===== src/rtl/video_pkg.sv =====
// Shared geometry and pipeline constants for the text-mode video renderer.
package video_pkg;

    localparam int unsigned CELL_W   = 12;
    localparam int unsigned CELL_H   = 16;
    localparam int unsigned GLYPH_W  = 6;
    localparam int unsigned GLYPH_H  = 8;
    localparam int unsigned VRAM_AW  = 11;
    localparam int unsigned FONT_AW  = 10;
    localparam int unsigned PIPE_LAT = 5;

    // Per-pixel data that travels alongside the memory fetches.
    typedef struct packed {
        logic       active;
        logic [2:0] bitsel;
        logic       cursor;
    } side_t;

endpackage


===== src/rtl/text_cell_counter.sv =====
// Horizontal cell position tracker: sub-pixel and column counters that reload
// at the first window column of every line and advance only inside the window.
module text_cell_counter
    import video_pkg::*;
#(
    parameter int unsigned H_OFFSET = 16,
    parameter int unsigned COLS     = 64
) (
    input  logic        i_clk,
    input  logic        i_reset,
    input  logic [10:0] i_counter_x,
    output logic [2:0]  o_bitsel,
    output logic [5:0]  o_col,
    output logic        o_x_active
);

    logic [3:0] r_subx;
    logic [5:0] r_col;
    logic       w_load;
    logic [3:0] w_subx;
    logic [5:0] w_col;

    // The load value is applied combinationally so the H_OFFSET pixel itself is cell 0.
    always_comb begin
        w_load     = (i_counter_x == 11'(H_OFFSET));
        o_x_active = (i_counter_x >= 11'(H_OFFSET)) &&
                     (i_counter_x < 11'(H_OFFSET + COLS * CELL_W));
        w_subx     = w_load ? '0 : r_subx;
        w_col      = w_load ? '0 : r_col;
        o_bitsel   = w_subx[3:1];
        o_col      = w_col;
    end

    always_ff @(posedge i_clk) begin
        if (i_reset) begin
            r_subx <= '0;
            r_col  <= '0;
        end else if (o_x_active) begin
            if (w_subx == 4'(CELL_W - 1)) begin
                r_subx <= '0;
                r_col  <= w_col + 6'd1;
            end else begin
                r_subx <= w_subx + 4'd1;
                r_col  <= w_col;
            end
        end
    end

endmodule


===== src/rtl/video_text_renderer.sv =====
// Text-mode pixel generator: VRAM -> font ROM -> pixel, 5-clock latency, syncs delayed to match.
// Optional blinking underline cursor is built when VIDEO_CURSOR_EN is defined.
module video_text_renderer
    import video_pkg::*;
#(
    parameter int unsigned H_OFFSET     = 16,
    parameter int unsigned V_OFFSET     = 100,
    parameter int unsigned COLS         = 64,
    parameter int unsigned ROWS         = 25,
    parameter int unsigned BLINK_FRAMES = 16
) (
    input  logic               clk,
    input  logic               reset,
    input  logic [10:0]        counter_x,
    input  logic [10:0]        counter_y,
    input  logic               in_display,
    input  logic               h_sync_in,
    input  logic               v_sync_in,
    output logic [VRAM_AW-1:0] vram_addr,
    input  logic [7:0]         vram_data,
    output logic [FONT_AW-1:0] font_addr,
    input  logic [7:0]         font_data,
    input  logic [5:0]         cursor_col,
    input  logic [4:0]         cursor_row,
    output logic               pixel,
    output logic               h_sync_out,
    output logic               v_sync_out
);

    logic [2:0]            w_bitsel;
    logic [5:0]            w_col;
    logic                  w_x_active;
    logic [7:0]            w_half_y;
    logic [4:0]            w_row;
    logic [2:0]            w_gline;
    logic                  w_y_active;
    logic                  w_cursor_hit;
    side_t                 w_side;
    logic                  w_glyph_bit;

    logic [VRAM_AW-1:0]    r_vram_addr;
    logic [FONT_AW-1:0]    r_font_addr;
    side_t [3:0]           r_side;
    logic [1:0][2:0]       r_gline;
    logic [1:0]            r_inv;
    logic [PIPE_LAT-3:0]   r_disp;
    logic [PIPE_LAT-2:0]   r_hs;
    logic [PIPE_LAT-2:0]   r_vs;
    logic                  r_pixel;

    text_cell_counter #(
        .H_OFFSET (H_OFFSET),
        .COLS     (COLS)
    ) u_cell_counter (
        .i_clk       (clk),
        .i_reset     (reset),
        .i_counter_x (counter_x),
        .o_bitsel    (w_bitsel),
        .o_col       (w_col),
        .o_x_active  (w_x_active)
    );

    // Line pairs map to one glyph row, so only ay >> 1 is ever needed.
    always_comb begin
        w_half_y   = 8'((counter_y - 11'(V_OFFSET)) >> 1);
        w_row      = w_half_y[7:3];
        w_gline    = w_half_y[2:0];
        w_y_active = (counter_y >= 11'(V_OFFSET)) &&
                     (counter_y < 11'(V_OFFSET + ROWS * CELL_H));
    end

`ifdef VIDEO_CURSOR_EN
    localparam int unsigned FRAME_W = $clog2(BLINK_FRAMES + 1);

    logic               r_vs_prev;
    logic [FRAME_W-1:0] r_frame;
    logic               r_blink_hidden;

    always_ff @(posedge clk) begin
        if (reset) begin
            r_vs_prev      <= 1'b0;
            r_frame        <= '0;
            r_blink_hidden <= 1'b0;
        end else begin
            r_vs_prev <= v_sync_in;
            if (v_sync_in && !r_vs_prev) begin
                if (r_frame == FRAME_W'(BLINK_FRAMES - 1)) begin
                    r_frame        <= '0;
                    r_blink_hidden <= ~r_blink_hidden;
                end else begin
                    r_frame <= r_frame + 1'b1;
                end
            end
        end
    end

    always_comb begin
        w_cursor_hit = (w_col == cursor_col) && (w_row == cursor_row) &&
                       (w_gline == 3'(GLYPH_H - 1)) && !r_blink_hidden;
    end
`else
    logic w_cursor_unused;

    always_comb begin
        w_cursor_hit    = 1'b0;
        w_cursor_unused = ^{cursor_col, cursor_row, 32'(BLINK_FRAMES)};
    end
`endif

    always_comb begin
        w_side.active = w_x_active & w_y_active;
        w_side.bitsel = w_bitsel;
        w_side.cursor = w_cursor_hit;
        w_glyph_bit   = font_data[3'(GLYPH_W - 1) - r_side[3].bitsel];
    end

    always_ff @(posedge clk) begin
        if (reset) begin
            r_vram_addr <= '0;
            r_font_addr <= '0;
            r_side      <= '0;
            r_gline     <= '0;
            r_inv       <= '0;
            r_disp      <= '0;
            r_hs        <= '0;
            r_vs        <= '0;
            r_pixel     <= 1'b0;
        end else begin
            if (w_side.active) begin
                r_vram_addr <= VRAM_AW'(32'(w_row) * COLS + 32'(w_col));
            end
            // vram_data belongs to the fetch issued two edges earlier (stage 2 side data).
            if (r_side[1].active) begin
                r_font_addr <= {vram_data[6:0], r_gline[1]};
            end
            r_side  <= {r_side[2:0], w_side};
            r_gline <= {r_gline[0], w_gline};
            r_inv   <= {r_inv[0], vram_data[7]};
            r_disp  <= {r_disp[PIPE_LAT-4:0], in_display};
            r_hs    <= {r_hs[PIPE_LAT-3:0], h_sync_in};
            r_vs    <= {r_vs[PIPE_LAT-3:0], v_sync_in};
            r_pixel <= r_disp[PIPE_LAT-3] & r_side[3].active &
                       (w_glyph_bit ^ r_inv[1] ^ r_side[3].cursor);
        end
    end

    always_comb begin
        vram_addr  = r_vram_addr;
        font_addr  = r_font_addr;
        pixel      = r_pixel;
        h_sync_out = r_hs[PIPE_LAT-2];
        v_sync_out = r_vs[PIPE_LAT-2];
    end

endmodule


===== config.mk =====
export PLATFORM = sky130hd
export DESIGN_NAME = video_text_renderer
export DESIGN_NICKNAME = d
export VERILOG_FILES = /design/src/rtl/video_pkg.sv /design/src/rtl/text_cell_counter.sv /design/src/rtl/video_text_renderer.sv
export SDC_FILE = /design/constraint.sdc
export NUM_CORES = 1
export LEC_CHECK = 0
export ABC_AREA = 1
export BUFFER_PORTS_ARGS = -buffer_cell sky130_fd_sc_hd__buf_4
export CORE_MARGIN = 2
export CORE_UTILIZATION = 30
export DETAILED_ROUTE_END_ITERATION = 16
export GPL_ROUTABILITY_DRIVEN = 0
export MAX_ROUTING_LAYER = met4
export PLACE_DENSITY_LB_ADDON = 0.05
export SETUP_SLACK_MARGIN = 0.4
export SKIP_LAST_GASP = 1
export SLEW_MARGIN = 15
export SYNTH_ARGS = -nofsm -noshare
export SYNTH_HDL_FRONTEND = slang
export SYNTH_SLANG_ARGS = --single-unit

===== constraint.sdc =====
create_clock -name clk -period 2.39 [get_ports clk]
set_input_delay 0.3585 -clock clk [delete_from_list [all_inputs] [get_ports clk]]
set_output_delay 0.3585 -clock clk [all_outputs]
set_load 0.1 [all_outputs]

==> out/metrics.yaml, run 1 <==
run_status:
  status: "complete, no violations"
drt:
  viasPerCell: 4.22
  wl_met2_mm: 2.40
  wl_met3_um: 271
  vias: 2263
  routed.top_layer: "met4"
  initialDrtViolationCount: 51
  wl_per_cell_um: 10.3
  ant_nets: 0
  wl_met1_mm: 2.71
  route.detailed.drc: 0
  firstDrtPassIters: 4
  wirelength_mm: 5.49
global_routing:
  grt_pass1_vias: 2119
  grt_usage_pct: 12.5
  gr-total-overflow: 0
  grt_max_degree: 40
  grt_pass1_wl_mm: 9.38
  antenna_found_initial: 0
timing:
  fin_ws_ns: 0.796
  setup_viol_count_final: 0
  fin_crit_ns: 1.59
  maxSlewHeadroom_pct: 65.7
  rsz0062_at_grt: "no"
  clock.fmax_mhz: 627
  clock_skew_ns: 0.00973
  finalMaxSlewViolations: 0
  hold_viol_final: 0
  tightest_slew_ns: 0.511
  post-route-period-util_pct: 66.7
  fin_tns_setup_ns: 0
finish:
  regArea_sq_um: 1340
  area_growth_pct: 29.7
  post-route-util_pct: 40.0
  antenna_cells: 0
  multiInputGateArea_sq_um: 1050
  nets: 481
  fin_cells: 536
  layout_common_cells: "nor2_1 (85), buf_4 (68), dfxtp_1 (67), inv_1 (62), nand2_1 (45)"
  post_route_cells_drive_above_1_share_pct: 24.3
  fillCellCount: 929
  final_common_cell: "nor2_1"
setup_path:
  critPathRequiredTime_ns: 2.65
  crit_chain: "buf_4 > inv_2 > nand2_2 > nor2_4 > nand3_4 > nand2_1 > inv_1 > ha_1 > nand4_4 > nor2_4 > nand4_1 > nand2_1 > nor2_1"
  crit_slowest_cell: "nor2_4"
  critPathMaxFanout: 11
  worst_path_largest_cell_delay_ns: 0.27
  cp.arrival_ns: 1.85
  worst-path-buf-inv: 3
  worstSetupStartpointType: "input pin"
  path_class: "in2reg"
  critical-path-top-delay-family: "simple AND/OR/NAND/NOR gates"
  endpoint_kind: "flip-flop"
min_path:
  holdCritPathClass: "in2reg"
cts:
  cts_resized: 0
  clk_path_buf_depth: 2
  worst_skew_pair.late_latency_ns: 0.35
  cts_buffers: 9
  h-tree-depth: 3
  cts_tree: "built"
  cts_setup_buffers: 0
  clock-sinks: 67
  clk_pin_slew_ns: 0.09
  ctsHoldBuffers: 0
  cts_root_buf: "clkbuf_8"
pwr:
  p_leak_uw: 0.00166
  p_per_area_nw_per_um2: 686
  switchingPower_uw: 660
  comb_power_share_pct: 10.3
  power.internal_uw: 1730
  seqPwrFrac_pct: 48.3
  peakVddDrop_mv: 0.271
  switching_share_pct: 27.6
  pwr-share-clk_pct: 41.4
logic_synthesis:
  synth.largest_area_cell: "dfxtp_1"
  ys_top_cells_by_area: "dfxtp_1 (50%), nor2_1 (12%), inv_1 (8.6%)"
  synth_seq_cells: 67
  synthesis.nets: 412
  synth.avg_cell_area_sq_um: 7.60
  yosys_warnings: 0
  synth_top_area_share_pct: 49.8
  synthCells: 354
  synth_area_sq_um: 2690
  ys_types: 30
  ys_seq_area_share_pct: 49.8
floorplan:
  dieArea_sq_um: 9740
  initial_core_util_pct: 30.9
  rows: 34
  io_pins: 78
  core-area_sq_um: 8720
  die_h_um: 98.7
  die_w_um: 98.7
job:
  drv_cap: 0
placed_design:
  hpwl_mm: 3.90
  place_inst: 520
  dpl_worst_slack_ns: 0.421
  port_buffers: 66
==> metrics by stage <==
| stage | hold WS [ns] | cell area, sq um | power [uW] |
|---|---|---|---|
| 3_3_place_gp | 0.389 | 3280 | 1430 |
| 5_1_grt | 0.176 | 3490 | 2510 |
| 6_report | 0.190 | 3490 | 2390 |
| 2_1_floorplan | 0.388 | 2690 | 1340 |
| 4_1_cts | 0.162 | 3490 | 2450 |
| 3_5_place_dp | 0.392 | 3280 | 1430 |
==> power by group through the flow <==
stage | clock network [uW] | registers [uW] | logic [uW]
floorplan | 0 | 1240 | 92.2
global placement | 0 | 1180 | 250
detailed placement | 0 | 1180 | 251
CTS | 1040 | 1160 | 252
global route | 1080 | 1160 | 274
finish | 991 | 1160 | 248
==> registers in the layout (all words and copies together) (netlist names) <==
signal,flops
font_addr,10
vram_addr,11
u_cell_counter.r_subx,4
r_inv,2
r_gline,6
r_side,16
pixel,1
r_hs,4
r_vs,4
r_disp,3
u_cell_counter.r_col,6
==> cell usage after synthesis (all sizes together) <==
cell     n
clkinv   2
nand2   48
nand3   20
o21ai   24
buf      5
nand4    7
nor2    92
nor3     1
a21oi    9
ha       4
dfxtp   67
nand3b   1
clkbuf   5
xnor2    1
xor2     4
inv     64
==> area by class of cell <==
cell class | count | share of cell area (%)
Tap cell | 108 | 3.87
Multi-Input combinational cell | 211 | 30.0
Clock inverter | 7 | 2.40
Inverter | 66 | 7.13
Clock buffer | 9 | 3.55
Sequential cell | 67 | 38.4
Timing Repair Buffer | 68 | 14.6
==> path summary, 6_finish.rpt <==
check	start	to	slack [ns]	cells after the start
setup / recovery	counter_x[10]	u_cell_counter.r_col[4]	0.80	13
setup reg to reg	u_cell_counter.r_subx[0]	u_cell_counter.r_col[4]	0.86	8
hold reg to reg	r_side[6]	r_side[11]	0.40	2
hold / removal	counter_y[2]	r_gline[1]	0.19	2
==> logic make-up after synthesis <==
group | synth area share (%)
xor+xnor | 1.63
compound gates | 6.56
flops | 49.8
buf+inv | 11.3
simple gates | 28.9
fa+ha+maj | 1.86
==> metal layers <==
layer | GRT usage (%) | vias to the layer above
li1 | - | 1209
met1 | 15.8 | 993
met2 | 18.5 | 48
met3 | 3.69 | 13
met4 | 5.69 | 0
met5 | - | -
Note: power is estimated with default switching activity, not from simulation.
==> inputs of run 2 (changes only) <==
Settings changed: ABC_AREA 1 to 0.
Clock period 2.39 ns to 1.5 ns, I/O delays scaled along.
==> run 2 against run 1 <==
Against the previous run: the run now ends with setup timing left; critical endpoint is now vram_addr[1]; non-clock buffer count increased by 31; worst hold slack got worse by 0.093 ns; critical path type unchanged; via count down 13%; largest cell class unchanged.
==> out/metrics.yaml, run 2 <==
global_routing:
  grt_pass1_vias: 1905
  gr-total-overflow: 0
  antenna_found_initial: 0
  grt_usage_pct: 12.8
  grt_pass1_wl_mm: 8.67
  grt_max_degree: 60
drt:
  initialDrtViolationCount: 20
  wl_per_cell_um: 11.5
  firstDrtPassIters: 4
  viasPerCell: 4.37
  route.detailed.drc: 0
  ant_nets: 0
  vias: 1967
  wirelength_mm: 5.19
cts:
  clk_pin_slew_ns: 0.08
  cts_root_buf: "clkbuf_8"
  ctsHoldBuffers: 0
  cts_buffers: 9
  clock-sinks: 67
  cts_tree: "built"
  h-tree-depth: 3
  worst_skew_pair.late_latency_ns: 0.33
  clk_path_buf_depth: 2
setup_path:
  crit_chain: "buf_8 > o41a_1 > a221oi_2 > buf_4 > o311a_4 > buf_12 > nand3_1 > o21ai_1"
  worst-path-buf-inv: 3
  worstSetupStartpointType: "input pin"
  critPathMaxFanout: 14
  endpoint_kind: "flip-flop"
  path_class: "in2reg"
  critical-path-top-delay-family: "compound AO/OA/AOI/OAI gates"
  cp.arrival_ns: 1.77
  crit_slowest_cell: "o41a_1"
  r2r-start: "u_cell_counter.r_subx[0]"
  critPathRequiredTime_ns: 1.76
  worst_path_largest_cell_delay_ns: 0.42
  reg2reg_depth: 6
  regToRegEndpoint: "u_cell_counter.r_col[4]"
  startpoint: "counter_x[4]"
  r2r_setup_slack_ns: 0.05
logic_synthesis:
  synth_top_area_share_pct: 54.0
  yosys.cell_count.top_type: "dfxtp_1"
  synth.avg_cell_area_sq_um: 10.3
  synthCells: 241
  synth_top_cells_by_count: "dfxtp_1 (67), nor2b_1 (31), nor2_1 (29)"
  synth_seq_cells: 67
  ys_top_cells_by_area: "dfxtp_1 (54%), nor2b_1 (7.8%), mux2i_1 (6.0%)"
  ys_seq_area_share_pct: 54.0
  synth_flop_cell: "dfxtp_1"
  synth_area_sq_um: 2480
  ys_types: 39
  yosys_warnings: 0
  synth-edff-count: 0
  synthesis.nets: 299
  ys_async_sr_fraction_pct: 0
  synth.largest_area_cell: "dfxtp_1"
finish:
  largest_reg_flops: 16
  post_route_cells_drive_above_1_share_pct: 47.0
  fin_cells: 450
  fin_area_sq_um: 4070
  regMostFlops: "r_side"
  fillCellCount: 740
  nets: 398
  antenna_cells: 0
  layout_common_cells: "buf_4 (59), dfxtp_1 (42), nor2b_1 (29), nor2_1 (27), buf_12 (26)"
  final_common_cell: "buf_4"
  area_growth_pct: 63.7
timing:
  fin_crit_ns: 1.51
  clock_skew_ns: 0.00820
  tightest_slew_ns: 0.821
  post-route-period-util_pct: 101
  finalMaxSlewViolations: 0
  hold_viol_final: 0
  maxSlewHeadroom_pct: 45.0
  rsz0062_at_grt: "yes"
  clock.fmax_mhz: 661
  setup_viol_count_final: 4
  fin_ws_ns: -0.0139
pwr:
  peakVddDrop_mv: 0.399
  p_leak_uw: 0.00163
  p_per_area_nw_per_um2: 967
run_status:
  violations: "setup timing"
  status: "finished with violations"
job:
  drv_cap: 0
floorplan:
  die_h_um: 95.0
  core-area_sq_um: 8130
  dieArea_sq_um: 9030
  rows: 33
  die_w_um: 95.0
  initial_core_util_pct: 30.5
  io_pins: 78
placed_design:
  port_buffers: 66
  hpwl_mm: 3.44
  place_inst: 421
  postPlaceCellArea_sq_um: 3340
min_path:
  whs_path_depth: 2
  worstHoldStart: "v_sync_in"
  min_to: "r_vs[0]"
  holdCritPathClass: "in2reg"
[run 2: worst reg2reg max path, cell delays in order, from the launching register on]
cell	delay, ns
dfxtp_1	0.36
and2_4	0.17
ha_4	0.12
nor2b_4	0.19
nand3_4	0.11
or3_4	0.34
a21oi_2	0.11
[run 2: worst max-delay path by stage]
stage | to | slack (ns) | depth (start not counted)
2_1_floorplan | u_cell_counter.r_col[5] | -0.22 | 9
3_3_place_gp | u_cell_counter.r_col[4] | -0.42 | 7
3_5_place_dp | u_cell_counter.r_col[5] | -0.44 | 10
4_1_cts | u_cell_counter.r_col[4] | -0.01 | 7
5_1_grt | vram_addr[3] | -0.12 | 8
6_report | vram_addr[1] | -0.01 | 8
[run 2: layout make-up]
cell class	instances	area [sq um]	share of cell area [%]
clock inverter	7	100	2.46
clock buffer	9	124	3.05
sequential	67	1380	33.9
timing repair buffer	99	1120	27.7
tap	105	131	3.23
inverter	2	7.51	0.185
multi-input combinational	161	1200	29.6
[run 2: per-stage QoR]
stage	util, %	setup TNS (ns)	total power, uW	setup slack (ns)	hold slack [ns]
final	50.0	-0.0273	3930	-0.0139	0.0965
after CTS	49.4	-0.0351	4000	-0.0113	0.0809
after global routing	50.0	-1.29	4120	-0.116	0.0779
after floorplan	-	-1.69	2070	-0.216	0.297
after detailed placement	41.1	-7.82	2250	-0.442	0.413
after global placement	41.1	-7.68	2250	-0.425	0.408
[run 2: kinds of logic (layout without fill, tap and decap cells)]
family                     after synthesis  after routing  share of synthesized area, %
DFF                                     67             67                          54.0
buffers and inverters                   13            117                          2.37
adders and majority gates                4              4                          2.01
xor gates and xnor gates                 9              9                          3.17
muxes                                   17             17                          7.85
and+or+nand+nor                        109            109                          24.1
AOI/OAI and AO/OA                       22             22                          6.55
[run 2: repair_timing]
action / in CTS / in global routing
buffers inserted: 12 / 1
setup endpoints to repair: 50 / 50
pin swaps: 15 / 19
gates resized for setup: 87 / 9
[run 2: metal layers]
layer	global-route usage (%)	share of wire, %	vias to the layer above
met3	3.16	4.7	10
met4	6.16	1.5	0
met2	20.6	49	39
met5	-	0	-
li1	-	-	1015
met1	15.1	45	903
[run 2: report_power, final]
part	switching, uW	leakage (uW)	internal (uW)
clock	725	0.000114	947
sequential	16.8	0.000557	1810
combinational	200	0.000963	230
total	943	0.00163	2990
==> inputs of run 3 (changes only) <==
Settings changed: CAP_MARGIN set to 25.
Clock period 1.5 ns to 1.4 ns, I/O delays scaled along.
==> run 3 against run 2 <==
Against the previous run: the flow still finishes with violations (setup timing); cell count up 2.2%; global-route usage up 1.1 points; sequential cell count unchanged; utilization up 1.9 points; clock power up 9.6%; worst hold slack worse by 0.0024 ns; first-iteration DRC count up 120%; count of clock-buffer cells in the layout up 1; wire length up 6.3%; sequential power up 7%; via count up 1.8%; setup slack worse by 0.093 ns; critical path type unchanged; largest cell class unchanged.
==> out/metrics.yaml, run 3 (synthesis gave the netlist of run 2 again) <==
timing:
  hold_viol_final: 0
  rsz0062_at_grt: "yes"
  setup_viol_count_final: 18
  maxSlewHeadroom_pct: 79.9
  finalMaxSlewViolations: 0
  post-route-period-util_pct: 108
  fin_crit_ns: 1.51
  fin_tns_setup_ns: -0.876
  clock.fmax_mhz: 663
  fin_ws_ns: -0.107
  clock_skew_ns: 0.00817
  tightest_slew_ns: 0.299
  fin_hold_ws_ns: 0.0940
cts:
  cts_root_buf: "clkbuf_8"
  clock-sinks: 67
  clk_pin_slew_ns: 0.08
  worst_skew_pair.late_latency_ns: 0.33
  clk_path_buf_depth: 2
  cts_buffers: 9
  cts_tree: "built"
  ctsHoldBuffers: 0
  h-tree-depth: 3
global_routing:
  grt_max_degree: 24
  grt_pass1_wl_mm: 9.36
  gr-total-overflow: 0
  grt_pass1_vias: 2008
  grt_usage_pct: 13.9
  antenna_found_initial: 0
drt:
  ant_nets: 0
  viasPerCell: 4.35
  firstDrtPassIters: 4
  wl_per_cell_um: 12.0
  vias: 2002
  route.detailed.drc: 0
  wirelength_mm: 5.51
  initialDrtViolationCount: 44
finish:
  nets: 408
  antenna_cells: 0
  final_common_cell: "buf_4"
  post_route_cells_drive_above_1_share_pct: 51.3
  largest_reg_flops: 16
  post-route-util_pct: 51.9
  regMostFlops: "r_side"
  area_growth_pct: 69.8
  layout_common_cells: "buf_4 (67), dfxtp_1 (42), nor2b_1 (29), nor2_1 (26), buf_12 (26)"
setup_path:
  path_class: "in2reg"
  crit_slowest_cell: "nor4b_4"
  reg2reg_depth: 7
  r2r_setup_slack_ns: -0.04
  worst_path_largest_cell_delay_ns: 0.31
  cp.arrival_ns: 1.73
  r2r-start: "u_cell_counter.r_subx[0]"
  crit_chain: "buf_6 > nor4b_4 > nand3_2 > and2_4 > ha_4 > nor2b_4 > and3_1 > and4_1 > xnor2_1 > nor2_1"
  worstSetupStartpointType: "input pin"
  regToRegEndpoint: "u_cell_counter.r_col[5]"
  critPathRequiredTime_ns: 1.62
  endpoint_kind: "flip-flop"
  critPathMaxFanout: 4
min_path:
  holdCritPathClass: "in2reg"
  whs_path_depth: 2
  min_to: "r_inv[0]"
  worstHoldStart: "vram_data[7]"
floorplan:
  core-area_sq_um: 8130
  die_h_um: 95.0
  dieArea_sq_um: 9030
  initial_core_util_pct: 30.5
  die_w_um: 95.0
  io_pins: 78
  rows: 33
job:
  drv_cap: 0
placed_design:
  dpl_worst_slack_ns: -0.485
  port_buffers: 66
  hpwl_mm: 3.74
pwr:
  p_leak_uw: 0.00171
  peakVddDrop_mv: 0.422
  p_per_area_nw_per_um2: 1020
run_status:
  violations: "setup timing"
  status: "finished with violations"
-- run 3: cell types whose count changed in the layout (fill, tap and decap cells not counted), moves of 2 or more --
| cell | delta |
|---|---|
| buf_4 | +8 |
| clkinv_4 | -2 |
| inv_6 | +2 |
| o21ai_1 | -6 |
| o21ai_2 | +6 |
-- run 3: worst max-delay path, delay by kind of cell --
family        cells  cell delay (ns)
buf+inv           1             0.09
fa+ha+maj         1             0.15
xor+xnor          1             0.13
simple gates      7             1.14
-- run 3: final cells by class --
type,count,area [sq um]
tap,105,131
fill,728,3920
multi-input combinational,161,1240
sequential,67,1380
clock inverter,6,95.1
inverter,2,7.51
timing repair buffer,109,1220
clock buffer,10,138
-- run 3: how the worst max path moves through the flow --
stage                  from                       to  cells past startpoint
2_1_floorplan  counter_x[1]  u_cell_counter.r_col[5]                      9
3_3_place_gp   counter_x[6]  u_cell_counter.r_col[5]                     11
3_5_place_dp   counter_x[6]  u_cell_counter.r_col[5]                     11
4_1_cts        counter_x[2]  u_cell_counter.r_col[5]                     10
5_1_grt        counter_x[0]  u_cell_counter.r_col[5]                     10
6_report       counter_x[0]  u_cell_counter.r_col[5]                     10
-- run 3: stage by stage --
stage / instances / power (uW) / area (sq um)
final: 460 / 4290 / 4220
after global routing: 460 / 4520 / 4220
after CTS: 454 / 4350 / 4120
after detailed placement: 430 / 2420 / 3400
after global placement: 430 / 2420 / 3400
after floorplan: 241 / 2220 / 2600
-- run 3: power breakdown --
| part | total [uW] | leakage (uW) | switching [uW] | internal, uW |
|---|---|---|---|---|
| Sequential | 1960 | 0.000557 | 18.1 | 1940 |
| Combinational | 499 | 0.00103 | 230 | 269 |
| Clock | 1830 | 0.000118 | 759 | 1070 |
-- run 3: per-layer routing --
metal / vias up / global-route usage [%] / wire length, um
met1: 927 / 16.1 / 2390
met3: 5 / 4.43 / 213
met4: 0 / 4.47 / 51
met2: 37 / 22.9 / 2860
met5: - / - / 0
li1: 1033 / - / -
-- run 3: timing repair --
item | 4_1_cts | 5_1_grt
setup endpoints to repair | 47 | 47
pin swaps | 24 | 12
gates resized for setup | 98 | 12
buffers inserted | 7 | 6
gates cloned | 1 | 0
